## src/rtl/wb_stream_pkg.sv

```systemverilog
// Shared types and constants for the wb_streamer stream FIFO.
package wb_stream_pkg;

   // Output-stage occupancy: nothing, output register, output register plus skid.
   typedef enum logic [1:0] {
      ST_EMPTY = 2'd0,
      ST_ONE   = 2'd1,
      ST_TWO   = 2'd2
   } ostate_t;

   localparam int AE_THRESH_DEF = 1;

   function automatic int af_thresh_def(input int aw);
      return (2 ** aw) - 2;
   endfunction

   function automatic int level_width(input int depth);
      return $clog2(depth) + 1;
   endfunction

endpackage

```

## src/rtl/wb_stream_dpram.sv

```systemverilog
// Simple dual-port RAM with registered read and no write-to-read bypass.
module wb_stream_dpram #(
   parameter int W  = 33,
   parameter int AW = 4
) (
   input  logic          clk,
   input  logic          we,
   input  logic [AW-1:0] waddr,
   input  logic [W-1:0]  wdata,
   input  logic          re,
   input  logic [AW-1:0] raddr,
   output logic [W-1:0]  rdata
);

   logic [W-1:0] mem [2**AW];

   always_ff @(posedge clk) begin
      if (we) mem[waddr] <= wdata;
      if (re) rdata <= mem[raddr];
   end

endmodule

```

## src/rtl/wb_stream_fifo_fwft.sv

```systemverilog
// Single-clock FWFT stream FIFO with level, almost flags, flush and last sideband.
// Define WB_STREAM_FIFO_PKT_COMMIT_EN to hold output until a whole packet is stored.
module wb_stream_fifo_fwft
   import wb_stream_pkg::*;
#(
   parameter int DW        = 32,
   parameter int AW        = 4,
   parameter int AF_THRESH = af_thresh_def(AW),
   parameter int AE_THRESH = AE_THRESH_DEF
) (
   input  logic          clk,
   input  logic          rst,
   input  logic          flush,
   input  logic [DW-1:0] s_data_i,
   input  logic          s_last_i,
   input  logic          s_valid_i,
   output logic          s_ready_o,
   output logic [DW-1:0] m_data_o,
   output logic          m_last_o,
   output logic          m_valid_o,
   input  logic          m_ready_i,
   output logic [AW:0]   level_o,
   output logic          almost_full_o,
   output logic          almost_empty_o
);

   localparam int DEPTH = 2 ** AW;
   localparam int LW    = level_width(DEPTH);
   localparam logic [LW-1:0] DEPTH_L = LW'(DEPTH);

   ostate_t       state_q;
   logic [LW-1:0] level_q, level_d;
   logic [LW-1:0] ram_cnt_q;
   logic [AW-1:0] wr_ptr_q, rd_ptr_q;
   logic          rd_pend_q;
   logic [DW:0]   out_q, skid_q, ram_q;
   logic          af_q, ae_q;
   logic          accept, consume, rd_en, ost_valid;
   logic [2:0]    pipe_occ;

   // A word moves on an edge only when valid and ready are both high there.
   assign accept    = s_valid_i & s_ready_o;
   assign consume   = m_valid_o & m_ready_i;
   assign s_ready_o = (level_q < DEPTH_L);
   assign ost_valid = (state_q != ST_EMPTY);

   // Read ahead only if the output stage can still absorb the returning word.
   assign pipe_occ = {1'b0, state_q} + {2'b00, rd_pend_q};
   assign rd_en    = (ram_cnt_q != '0) && (pipe_occ <= (3'd1 + {2'b00, consume}));

   always_comb begin
      level_d = level_q;
      if (accept && !consume)      level_d = level_q + LW'(1);
      else if (!accept && consume) level_d = level_q - LW'(1);
   end

   wb_stream_dpram #(
      .W  (DW + 1),
      .AW (AW)
   ) u_ram (
      .clk   (clk),
      .we    (accept),
      .waddr (wr_ptr_q),
      .wdata ({s_last_i, s_data_i}),
      .re    (rd_en),
      .raddr (rd_ptr_q),
      .rdata (ram_q)
   );

   always_ff @(posedge clk) begin
      if (rst || flush) begin
         state_q   <= ST_EMPTY;
         level_q   <= '0;
         ram_cnt_q <= '0;
         wr_ptr_q  <= '0;
         rd_ptr_q  <= '0;
         rd_pend_q <= 1'b0;
         out_q     <= '0;
         skid_q    <= '0;
         af_q      <= (0 >= AF_THRESH);
         ae_q      <= (0 <= AE_THRESH);
      end else begin
         if (accept) wr_ptr_q <= wr_ptr_q + 1'b1;
         if (rd_en)  rd_ptr_q <= rd_ptr_q + 1'b1;
         ram_cnt_q <= ram_cnt_q + LW'(accept) - LW'(rd_en);
         rd_pend_q <= rd_en;
         level_q   <= level_d;
         af_q      <= (int'(level_d) >= AF_THRESH);
         ae_q      <= (int'(level_d) <= AE_THRESH);
         case (state_q)
            ST_EMPTY: begin
               if (rd_pend_q) begin
                  out_q   <= ram_q;
                  state_q <= ST_ONE;
               end
            end
            ST_ONE: begin
               if (consume && rd_pend_q) begin
                  out_q <= ram_q;
               end else if (consume) begin
                  state_q <= ST_EMPTY;
               end else if (rd_pend_q) begin
                  skid_q  <= ram_q;
                  state_q <= ST_TWO;
               end
            end
            ST_TWO: begin
               if (consume) begin
                  out_q <= skid_q;
                  if (rd_pend_q) skid_q  <= ram_q;
                  else           state_q <= ST_ONE;
               end
            end
            default: state_q <= ST_EMPTY;
         endcase
      end
   end

`ifdef WB_STREAM_FIFO_PKT_COMMIT_EN
   logic [LW-1:0] pkt_cnt_q;
   logic          draining_q;

   always_ff @(posedge clk) begin
      if (rst || flush) begin
         pkt_cnt_q  <= '0;
         draining_q <= 1'b0;
      end else begin
         pkt_cnt_q <= pkt_cnt_q + LW'(accept & s_last_i) - LW'(consume & out_q[DW]);
         if (consume) draining_q <= ~out_q[DW];
      end
   end

   // A full FIFO with no complete packet must still drain or it would deadlock.
   assign m_valid_o = ost_valid & ((pkt_cnt_q != '0) | (level_q == DEPTH_L) | draining_q);
`else
   assign m_valid_o = ost_valid;
`endif

   assign m_data_o       = out_q[DW-1:0];
   assign m_last_o       = out_q[DW];
   assign level_o        = level_q;
   assign almost_full_o  = af_q;
   assign almost_empty_o = ae_q;

endmodule

```

## config.mk

```make
export PLATFORM = sky130hd
export DESIGN_NAME = wb_stream_fifo_fwft
export DESIGN_NICKNAME = d
export VERILOG_FILES = /design/src/rtl/wb_stream_pkg.sv /design/src/rtl/wb_stream_dpram.sv /design/src/rtl/wb_stream_fifo_fwft.sv
export SDC_FILE = /design/constraint.sdc
export NUM_CORES = 1
export LEC_CHECK = 0
export BUFFER_PORTS_ARGS = -buffer_cell sky130_fd_sc_hd__buf_2
export CELL_PAD_IN_SITES_DETAIL_PLACEMENT = 2
export CELL_PAD_IN_SITES_GLOBAL_PLACEMENT = 2
export CORE_UTILIZATION = 42
export DETAILED_ROUTE_END_ITERATION = 10
export PLACE_DENSITY_LB_ADDON = 0.1
export SLEW_MARGIN = 20
export SYNTH_ARGS = -nofsm -noshare
export SYNTH_HDL_FRONTEND = slang
export SYNTH_SLANG_ARGS = --single-unit
```

## constraint.sdc

```tcl
create_clock -name clk -period 4.28 [get_ports clk]
set_clock_uncertainty 0.1 [all_clocks]
set_input_delay 0.856 -clock clk [delete_from_list [all_inputs] [get_ports clk]]
set_output_delay 0.856 -clock clk [all_outputs]
set_load 0.005 [all_outputs]
```

After elaboration in Yosys (flattened, before gate mapping)
Memories as Yosys holds them, arrays and structs flattened. A register that Yosys moved wholly into a read port is not among the register bits.
Cells that the tools add are included.
{"block": "word_totals", "ff_bits": 89, "mem_bits_rw": 528, "in_bits": 38, "output_inout_bits": 42, "wordCells": 69, "mem_count": 1}
{"name": "u_ram.mem", "depth": 16, "word_bits": 33, "read_ports": 1, "rd_clocked_by_memory_dff": 1, "wr": 1, "line_no": "wb_stream_dpram.sv:15", "text": "logic [W-1:0] mem [2**AW];"}
{"block": "op_classes", "add_sub_neg": 8, "n_lt_le_gt_ge": 4, "eq_ne": 9, "muxes": 20, "bitwise": 2, "n_reduce_logical": 15}
{"op": "$mux W33", "count": 7}
{"op": "$pmux W33 S3", "count": 1}
{"op": "$pmux W33 S2", "count": 1}
{"op": "$mux W2", "count": 6}
{"op": "$ne A2 B2 Y1 const B", "count": 6}
{"op": "$mux W5", "count": 2}
{"op": "$add A4 B1 Y4 const B", "count": 2}
{"op": "$reduce_and A4 Y1", "count": 2}
{"op": "$pmux W2 S3", "count": 1}
{"op": "$add A5 B1 Y5", "count": 1}
{"op": "$add A5 B1 Y5 const B", "count": 1}
{"op": "$ge A5 B4 Y1 const B", "count": 1}
{"op": "$le A5 B1 Y1 const B", "count": 1}
{"op": "$lt A5 B5 Y1 const B", "count": 1}
{"op": "$reduce_and A5 Y1", "count": 1}
{"op": "$reduce_bool A5 Y1", "count": 1}
{"op": "$sub A5 B1 Y5", "count": 1}
{"op": "$sub A5 B1 Y5 const B", "count": 1}
{"op": "$logic_and A1 B1 Y1", "count": 4}
{"op": "$reduce_bool A2 Y1", "count": 2}
{"op": "$add A2 B1 Y3", "count": 1}
{"op": "$le A3 B2 Y1", "count": 1}
{"op": "$ne A3 B3 Y1 const B", "count": 1}
{"op": "$reduce_bool A3 Y1", "count": 1}
{"op": "8 further kinds", "count": 11}

Depth between registers and ports, before layout
Gate-level depths: netlist (run 1).
{"block": "depth", "word_depth": 7, "mapped_depth": 18, "ltp_nobuf": 17}

Cells and area by module
A second synthesis (run 1) with hierarchy kept.
{"block": "hier_totals", "cells_unflattened": 1263, "area_unflattened_um2": 24868.9}
{"mod": "wb_stream_dpram", "n_inst": 1, "cells_per_inst": 864, "area_per_inst_um2": 20961.4, "seq_area_each_um2": 16846.2}
{"mod": "wb_stream_fifo_fwft", "n_inst": 1, "cells_per_inst": 399, "area_per_inst_um2": 3907.5, "seq_area_each_um2": 1781.7}

Least setup slack after synthesis (run 1)
No wires, ideal clock.
{"block": "synth_timing", "kind": "input to register", "from": "input m_ready_i", "to": "register ram_cnt_q[4]", "setup_time_ns": 0.132, "arrival_time_ns": 4.046, "t_required_ns": 4.048, "path_slack_ns": 0.002, "stages": 17, "n_path_buf": 0, "path_cell_list": "o21ai_4 -> inv_4 -> fa_1 -> nor2_1 -> o21a_1 -> o21ai_4 -> inv_1 -> ha_1 -> inv_1 -> ha_1 -> inv_1 -> fa_1 -> inv_1 -> a21oi_1 -> nor2_1 -> or3_1 -> a21oi_1"}
{"block": "synth_between", "elab_chain_cells": 5}
{"item": "start: declaration", "line_no": "wb_stream_fifo_fwft.sv:21", "text": "input logic m_ready_i,"}
{"item": "$and A1 B1 Y1", "line_no": "wb_stream_fifo_fwft.sv:43", "text": "assign consume = m_valid_o & m_ready_i;"}
{"item": "$add A1 B1 Y2", "line_no": "wb_stream_fifo_fwft.sv:49", "text": "assign rd_en = (ram_cnt_q != '0) && (pipe_occ <= (3'd1 + {2'b00, consume}));"}
{"item": "$le A3 B2 Y1", "line_no": "wb_stream_fifo_fwft.sv:49"}
{"item": "$logic_and A1 B1 Y1", "line_no": "wb_stream_fifo_fwft.sv:49"}
{"item": "named net rd_en", "line_no": "wb_stream_fifo_fwft.sv:38", "text": "logic accept, consume, rd_en, ost_valid;"}
{"item": "$sub A5 B1 Y5", "line_no": "wb_stream_fifo_fwft.sv:85", "text": "ram_cnt_q <= ram_cnt_q + LW'(accept) - LW'(rd_en);"}
{"item": "end signal: assignment", "line_no": "wb_stream_fifo_fwft.sv:85"}
{"item": "end: declaration", "line_no": "wb_stream_fifo_fwft.sv:33", "text": "logic [LW-1:0] ram_cnt_q;"}
The timed path passes the listed nets, and every way through them passes these cells.
A chain may end at the register's enable or synchronous reset.

Worst setup path after layout (run 1)
{"block": "layout_timing", "from": "register state_q[1]", "to": "register ram_cnt_q[4]"}
{"block": "layout_between", "elab_chain_cells": 6, "elab_cells_between_ends": 7, "cone_classes": "add/sub: 3; order compare: 1; bitwise: 1; reduce/logical: 2"}
{"item": "start: declaration", "line_no": "wb_stream_fifo_fwft.sv:31", "text": "ostate_t state_q;"}
{"item": "start signal: assignment", "line_no": "wb_stream_fifo_fwft.sv:72", "text": "state_q <= ST_EMPTY;"}
{"item": "start signal: assignment", "line_no": "wb_stream_fifo_fwft.sv:94", "text": "state_q <= ST_ONE;"}
{"item": "start signal: assignment", "line_no": "wb_stream_fifo_fwft.sv:101", "text": "state_q <= ST_EMPTY;"}
{"item": "$reduce_bool A2 Y1", "line_no": "wb_stream_fifo_fwft.sv:45", "text": "assign ost_valid = (state_q != ST_EMPTY);"}
{"item": "$and A1 B1 Y1", "line_no": "wb_stream_fifo_fwft.sv:43"}
{"item": "$add A1 B1 Y2", "line_no": "wb_stream_fifo_fwft.sv:49"}
{"item": "$le A3 B2 Y1 (*)", "line_no": "wb_stream_fifo_fwft.sv:49"}
{"item": "$logic_and A1 B1 Y1 (*)", "line_no": "wb_stream_fifo_fwft.sv:49"}
{"item": "named net rd_en", "line_no": "wb_stream_fifo_fwft.sv:38"}
{"item": "$sub A5 B1 Y5 (*)", "line_no": "wb_stream_fifo_fwft.sv:85"}
Mark *: on every way through the listed nets, which the timed path passes. The rest lies on a longest branch.

==> out/results.ini, run 1 <==
[outcome]
outcome=completed

[layout]
nFillCells=5398
syn2layout_area_growth_pct=15.1
utilization=0.493
num-nets-final=1648
fin_cells=2426
drive_gt1_frac=0.230

[sta]
setup_violations=0
rsz0062_at_grt=false
finalHoldViolCount=0
worst_slack_ns=0.603
timing.slew.headroom=0.318
tightest_slew_ns=1.02
period_minus_slack_ns=3.68
period_share=0.859
fmax_ghz=0.272
setup_tns_ns=0
drv_slew=0

[route]
wl_per_cell_um=27.9
drt_iter0_drc=929
drt_pass1_iterations=5
wl_met2_mm=32.9
routed_wl_mm=67.7
drcViolationCount=0
ant_nets=0
wl_met3_mm=2.61
highest_layer=met5
via_per_inst=5.66
dr_total_vias=13700
wl_met1_mm=30.7

[critical_path]
cpPeakStageDelay_ns=0.45
critPathCaptureType=register
reg2reg_slack_ns=0.60
cpMaxStageDelayCell=fa_1
reg2reg_to=ram_cnt_q[4]
critPathMaxFanout=12
cp-start-kind=register
setup.worst_path.class=reg -> reg
cp_data_arrival_time_ns=4.12
crit_chain=o21ai_4 -> inv_4 -> fa_1 -> nor2_1 -> a31oi_4 -> o21ai_4 -> clkinv_1 -> ha_1 -> inv_1 -> ha_1 -> inv_1 -> fa_1 -> inv_1 -> a21oi_1 -> nor2_1 -> or3_1 -> a21oi_1
crit_required_ns=4.73
r2r_start=state_q[1]
reg2regPathDepth=17
worst_path_most_repeated_cell=inv_1

[pwr]
totalPowerFinal_w=0.0164
power.leakage_nw=9.71
powerDensity_nw_per_um2=560
vdd_drop_max_uv=329

[synthesis]
synthesis.nets=1537
ys_warn_count=0
synthArstFlopShare=0
yosys.area.top_type=edfxtp_1
synth_edf_count=561
yosys.area_share.adder=0.00896
synth-simple-area-share=0.0378
synth_area_per_cell_um2=17.1
ys_types=54
synth_area_um2=25400
netlist.area_leader.share=0.663
ys_ff_latch=650
synth_top_family_by_area=multiplexers
synthFlopType=edfxtp_1
yosysMostFrequentCell=edfxtp_1
synthCells=1482
synth-compound-area-share=0.0675
synthTopCellsByArea=edfxtp_1 (66%), dfxtp_1 (7.0%), mux4_2 (5.9%)
synthXorXnorAreaFrac=0.00414
synth_mux_area_frac=0.126
seq_area_frac_synth=0.733
synthTopCellsByCount=edfxtp_1 (561), mux2i_1 (134), nand2_1 (111)

[clocking]
clock_path_buffers=3
clkSinkCount=650
cts_buffers=72
cts_max_level=3
cts_tree=done
clk_pin_slew_ns=0.06
ctsResizeCount=0
cts_root_buf=clkbuf_16
post_cts_buffers=0
holdBufCountCts=0
clock_latency_ns=0.62

[global_route]
track_usage=0.227
overflow=0
antenna_found_initial=6
grt_max_degree=68
grt_pass1_wl_mm=101
grt_pass1_vias=15100

[hold_path]
whs_path_depth=2
min_from=skid_q[13]
min_to=out_q[13]
hp-class=reg -> reg

[placed_design]
io_buffers=79
dp_hpwl_mm=39.4
gp_congestion=0.717
pre_cts_slack_ns=0.201
place_inst=2292

[floorplanning]
die-area_um2=61500
die_y_um=248
pin_count=80
core_area_um2=59400
num_rows=89
die_w_um=248
start_util=0.428

[run]
cap_violations=0

==> cell usage in the layout, fill, tap and decap left out, types with 36 or more instances in the layout <==
cell and count:
nand2_1 111, mux2i_1 134, o21ai_0 67, buf_2 79, nor2_1 87, mux4_2 66
clkbuf_16 79, a21oi_1 42, edfxtp_1 561, buf_4 36, dfxtp_1 85
==> worst max path at each step <==
| stage | depth (start not counted) | from | endpoint | slack, ns |
|---|---|---|---|---|
| 2_1_floorplan | 17 | m_ready_i | ram_cnt_q[4] | 0.002 |
| 3_3_place_gp | 18 | m_ready_i | ram_cnt_q[4] | 0.31 |
| 3_5_place_dp | 18 | m_ready_i | ram_cnt_q[4] | 0.20 |
| 4_1_cts | 17 | state_q[1] | ram_cnt_q[4] | 0.57 |
| 5_1_grt | 17 | state_q[1] | ram_cnt_q[4] | 0.28 |
| 6_report | 17 | state_q[1] | ram_cnt_q[4] | 0.60 |
==> final cells by class <==
cell class | instances | area (µm²) | share of cell area
Antenna cell | 2 | 5.00 | 0.000171
Clock buffer | 97 | 2050 | 0.0703
Clock inverter | 35 | 319 | 0.0109
Inverter | 19 | 73.8 | 0.00252
Multi-Input combinational cell | 726 | 6340 | 0.217
Sequential cell | 650 | 18600 | 0.637
Tap cell | 773 | 967 | 0.0331
Timing Repair Buffer | 124 | 846 | 0.0289
==> cells by family after synthesis <==
family          Yosys count
simple gates            236
compound gates          228
flops                   650
xor+xnor                 12
fa+ha+maj                17
buf+inv                 106
mux                     233
==> metrics by stage <==
step,instance area [µm²],hold WS (ns)
floorplan,25400,0.354
global placement,26900,0.363
detailed placement,26900,0.377
CTS,29200,0.385
global route,29200,0.412
finish,29200,0.380
==> layer usage <==
| metal | up-vias | global-route usage |
|---|---|---|
| li1 | 6052 | - |
| met1 | 7305 | 0.315 |
| met2 | 274 | 0.366 |
| met3 | 104 | 0.0423 |
| met4 | 4 | 0.0633 |
| met5 | - | 0 |
==> registers in the layout, indices dropped and copies added, names as in the netlist <==
name and cells:
almost_empty_o 1, almost_full_o 1, level_o 5, out_q 33
ram_cnt_q 5, rd_pend_q 1, rd_ptr_q 4, skid_q 33
state_q 2, u_ram.mem 528, u_ram.rdata 33, wr_ptr_q 4
==> power by group <==
group	switching, W	internal (W)	total [W]
logic	0.00147	0.00110	0.00258
clock network	0.00252	0.00373	0.00625
registers	0.000259	0.00729	0.00755
==> worst max-delay path, delay by kind of cell (launching register included) <==
kind / cells / cell delay [ns]
buffers and inverters: 5 / 0.40
AO/OA/AOI/OAI: 5 / 0.89
flip-flops: 1 / 0.44
adder cells (fa/ha/maj): 4 / 1.14
AND/OR/NAND/NOR: 3 / 0.66
(Power assumes the default switching activity.)
==> inputs of run 2 (changes only) <==
CORE_MARGIN = 8   (was default)
==> out/results.ini, run 2 (synthesized netlist as in run 1, its figures left out) <==
[sta]
setup_tns_ns=0
period_minus_slack_ns=3.71
drv_slew=0
worst_slack_ns=0.572
finalHoldViolCount=0
period_share=0.866
setup_violations=0
fmax_ghz=0.270
timing.slew.headroom=0.466
tightest_slew_ns=0.800
rsz0062_at_grt=false
holdWs_ns=0.379

[hold_path]
min_from=skid_q[12]
hp-class=reg -> reg

[clocking]
cts_tree=done
clock_latency_ns=0.61
cts_buffers=72
clk_pin_slew_ns=0.06
clock_path_buffers=3
clkSinkCount=650
ctsResizeCount=0
cts_root_buf=clkbuf_16
holdBufCountCts=0
cts_max_level=3
post_cts_buffers=0

[route]
dr_total_vias=13800
drt_iter0_drc=1056
drt_pass1_iterations=5
wl_per_cell_um=28.9
ant_nets=0
via_per_inst=5.68
drcViolationCount=0
routed_wl_mm=70.3

[floorplanning]
start_util=0.422
die_y_um=262
pin_count=80
core_area_um2=60100
num_rows=90
die_w_um=262
die-area_um2=68600

[run]
cap_violations=0

[global_route]
track_usage=0.208
antenna_found_initial=10
grt_max_degree=51
overflow=0
grt_pass1_vias=15300
grt_pass1_wl_mm=104

[layout]
drive_gt1_frac=0.230
fin_cells=2429
largest_register=u_ram.mem
syn2layout_area_growth_pct=15.2
layout.cells.most_common_list=edfxtp_1 (561), mux2i_1 (134), nand2_1 (111)
num-nets-final=1647
utilization=0.487
largest_reg_flops=528
mostFrequentLayoutCell=edfxtp_1

[outcome]
outcome=completed

[critical_path]
crit_start=state_q[1]
cp_data_arrival_time_ns=4.13
setup.worst_path.class=reg -> reg
critPathMaxFanout=12
cp-start-kind=register
r2r_start=state_q[1]
crit_required_ns=4.70
critPathCaptureType=register

[pwr]
vdd_drop_max_uv=331
powerDensity_nw_per_um2=559
power.leakage_nw=9.69

[placed_design]
place_inst=2300
io_buffers=79
gp_congestion=0.735
pre_cts_slack_ns=0.212
dp_hpwl_mm=40.0

==> run 2: worst max-delay path, cell delays in order, from the launching register on <==
cell      delay, ns
dfxtp_1        0.44
o21ai_4        0.38
inv_4          0.10
fa_1           0.43
nor2_1         0.25
a31oi_4        0.15
o21ai_4        0.12
clkinv_1       0.12
ha_1           0.28
inv_1          0.04
ha_1           0.19
inv_1          0.08
fa_1           0.23
inv_1          0.05
a21oi_1        0.12
nor2_1         0.07
or3_1          0.35
a21oi_1        0.15
==> run 2: final timing paths <==
check | endpoint | slack [ns] | cells past startpoint
setup / recovery | ram_cnt_q[4] | 0.57 | 17
hold / removal | out_q[12] | 0.38 | 2
setup reg to reg | ram_cnt_q[4] | 0.57 | 17
hold reg to reg | out_q[12] | 0.38 | 2
==> run 2: area by class of cell <==
| cell class | instances | area (µm²) |
|---|---|---|
| clock inverters | 33 | 365 |
| clock buffers | 95 | 1980 |
| flip-flops and latches | 650 | 18600 |
| fillers | 5501 | 30900 |
| multi-input cells | 726 | 6330 |
| diodes | 1 | 2.50 |
| repair buffers | 123 | 888 |
| inverters | 19 | 73.8 |
| well taps | 782 | 978 |
==> run 2: layer usage <==
| layer | routed length (µm) | track usage | up-vias |
|---|---|---|---|
| li1 | - | - | 6030 |
| met1 | 30100 | 0.264 | 7342 |
| met2 | 35700 | 0.366 | 305 |
| met3 | 3080 | 0.0373 | 112 |
| met4 | 1380 | 0.0510 | 4 |
| met5 | 26 | 0 | - |
==> run 2: per-stage QoR <==
step                area, µm²  power (W)
floorplan               25400    0.00952
global placement        26900     0.0102
detailed placement      26900     0.0103
CTS                     29300     0.0166
global route            29300     0.0170
finish                  29300     0.0164
==> run 2: power breakdown <==
| part | switching (W) | internal, W |
|---|---|---|
| logic | 0.00147 | 0.00110 |
| clock network | 0.00250 | 0.00374 |
| registers | 0.000251 | 0.00729 |
==> inputs of run 3 (changes only) <==
CORE_ASPECT_RATIO = 1.4   (was default)
==> out/results.ini, run 3 (synthesized netlist as in run 1, its figures left out) <==
[placed_design]
gp_congestion=0.713
dp_hpwl_mm=40.2
io_buffers=79

[route]
wl_per_cell_um=27.6
dr_total_vias=13600
ant_nets=0
via_per_inst=5.54
routed_wl_mm=67.8
drcViolationCount=0
drt_pass1_iterations=5
drt_iter0_drc=745

[pwr]
p_sw_frac=0.264
vdd_drop_max_uv=354
seq_power_share=0.477
pwr-share-comb=0.163
power.leakage_nw=9.61
p_sw_w=0.00417
pwr-share-clk=0.360
internal_power_w=0.0116
powerDensity_nw_per_um2=544

[run]
cap_violations=0

[critical_path]
crit_chain=o21ai_4 -> inv_4 -> fa_1 -> nor2_1 -> a31oi_4 -> o21ai_4 -> clkinv_1 -> ha_1 -> inv_1 -> ha_1 -> inv_1 -> fa_1 -> inv_1 -> a21oi_1 -> nor2_1 -> or3_1 -> a21oi_1
critPathMaxFanout=12
critPathCaptureType=register
cpPeakStageDelay_ns=0.45
setup.worst_path.class=reg -> reg
crit_buf_inv=5
cp-start-kind=register
cp_data_arrival_time_ns=4.12
path_delay_family=adder cells
r2r_start=state_q[1]
crit_required_ns=4.70
worst_path_most_repeated_cell=inv_1
crit_start=state_q[1]
cpMaxStageDelayCell=dfxtp_1

[sta]
period_minus_slack_ns=3.70
finalHoldViolCount=0
period_share=0.864
drv_slew=0
timing.slew.headroom=0.250
setup_violations=0
tightest_slew_ns=1.13
rsz0062_at_grt=false
fmax_ghz=0.270
setup_tns_ns=0

[layout]
largest_register=u_ram.mem
utilization=0.486
antenna_cells=0
largest_reg_flops=528
syn2layout_area_growth_pct=14.4
mostFrequentLayoutCell=edfxtp_1
num-nets-final=1647
layout.cells.most_common_list=edfxtp_1 (561), mux2i_1 (134), nand2_1 (111)
drive_gt1_frac=0.230

[floorplanning]
num_rows=106
start_util=0.425
die_w_um=224
die_y_um=307
pin_count=80
core_area_um2=59800
die-area_um2=68700

[global_route]
grt_pass1_wl_mm=101
overflow=0
grt_max_degree=67
track_usage=0.198
grt_pass1_vias=15200
antenna_found_initial=5

[hold_path]
min_from=skid_q[9]
hp-class=reg -> reg

[clocking]
cts_max_level=3
cts_tree=done
holdBufCountCts=0
clock_latency_ns=0.61
clkSinkCount=650
cts_root_buf=clkbuf_16
cts_buffers=68
ctsResizeCount=0
clock_path_buffers=3
clk_pin_slew_ns=0.06
post_cts_buffers=0

[outcome]
outcome=completed

[run 3: area by class of cell]
| cell class | instances | area, µm² |
|---|---|---|
| clock buffer | 83 | 1830 |
| clock inverter | 40 | 284 |
| fill | 5467 | 30800 |
| inverter | 19 | 73.8 |
| multi-input combinational | 726 | 6340 |
| sequential | 650 | 18600 |
| tap | 810 | 1010 |
| timing repair buffer | 127 | 881 |
[run 3: final timing paths]
| path | endpoint | slack, ns | cells after the start |
|---|---|---|---|
| setup / recovery | ram_cnt_q[4] | 0.58 | 17 |
| hold / removal | out_q[9] | 0.38 | 2 |
| setup reg to reg | ram_cnt_q[4] | 0.58 | 17 |
| hold reg to reg | out_q[9] | 0.38 | 2 |
[run 3: power groups by stage]
stage	clock network [W]	registers [W]	logic, W
after floorplan	0	0.00754	0.00198
after global placement	0	0.00767	0.00255
after detailed placement	0	0.00769	0.00261
after CTS	0.00588	0.00756	0.00263
after global routing	0.00606	0.00758	0.00281
final	0.00570	0.00754	0.00257
[run 3: tightest hold or removal path, cell delays in order (launching register included)]
cell and delay, ns:
dfxtp_1 0.31, nand2_1 0.05, a311oi_1 0.07
[run 3: layer usage]
layer	up-vias	part of all wire	GRT usage
met2	278	0.53	0.356
met3	82	0.035	0.0291
li1	6042	-	-
met5	-	0.00016	0
met4	2	0.021	0.0577
met1	7196	0.42	0.244
[run 3: through the flow]
step | instances | hold WS [ns] | total power, W | instance area [µm²] | setup slack, ns
final | 2455 | 0.375 | 0.0158 | 29100 | 0.581
after global routing | 2455 | 0.408 | 0.0165 | 29100 | 0.306
after CTS | 2455 | 0.381 | 0.0161 | 29100 | 0.533
after detailed placement | 2332 | 0.375 | 0.0103 | 26900 | 0.164
after global placement | 2332 | 0.359 | 0.0102 | 26900 | 0.251
after floorplan | 1482 | 0.354 | 0.00952 | 25400 | 0.00184
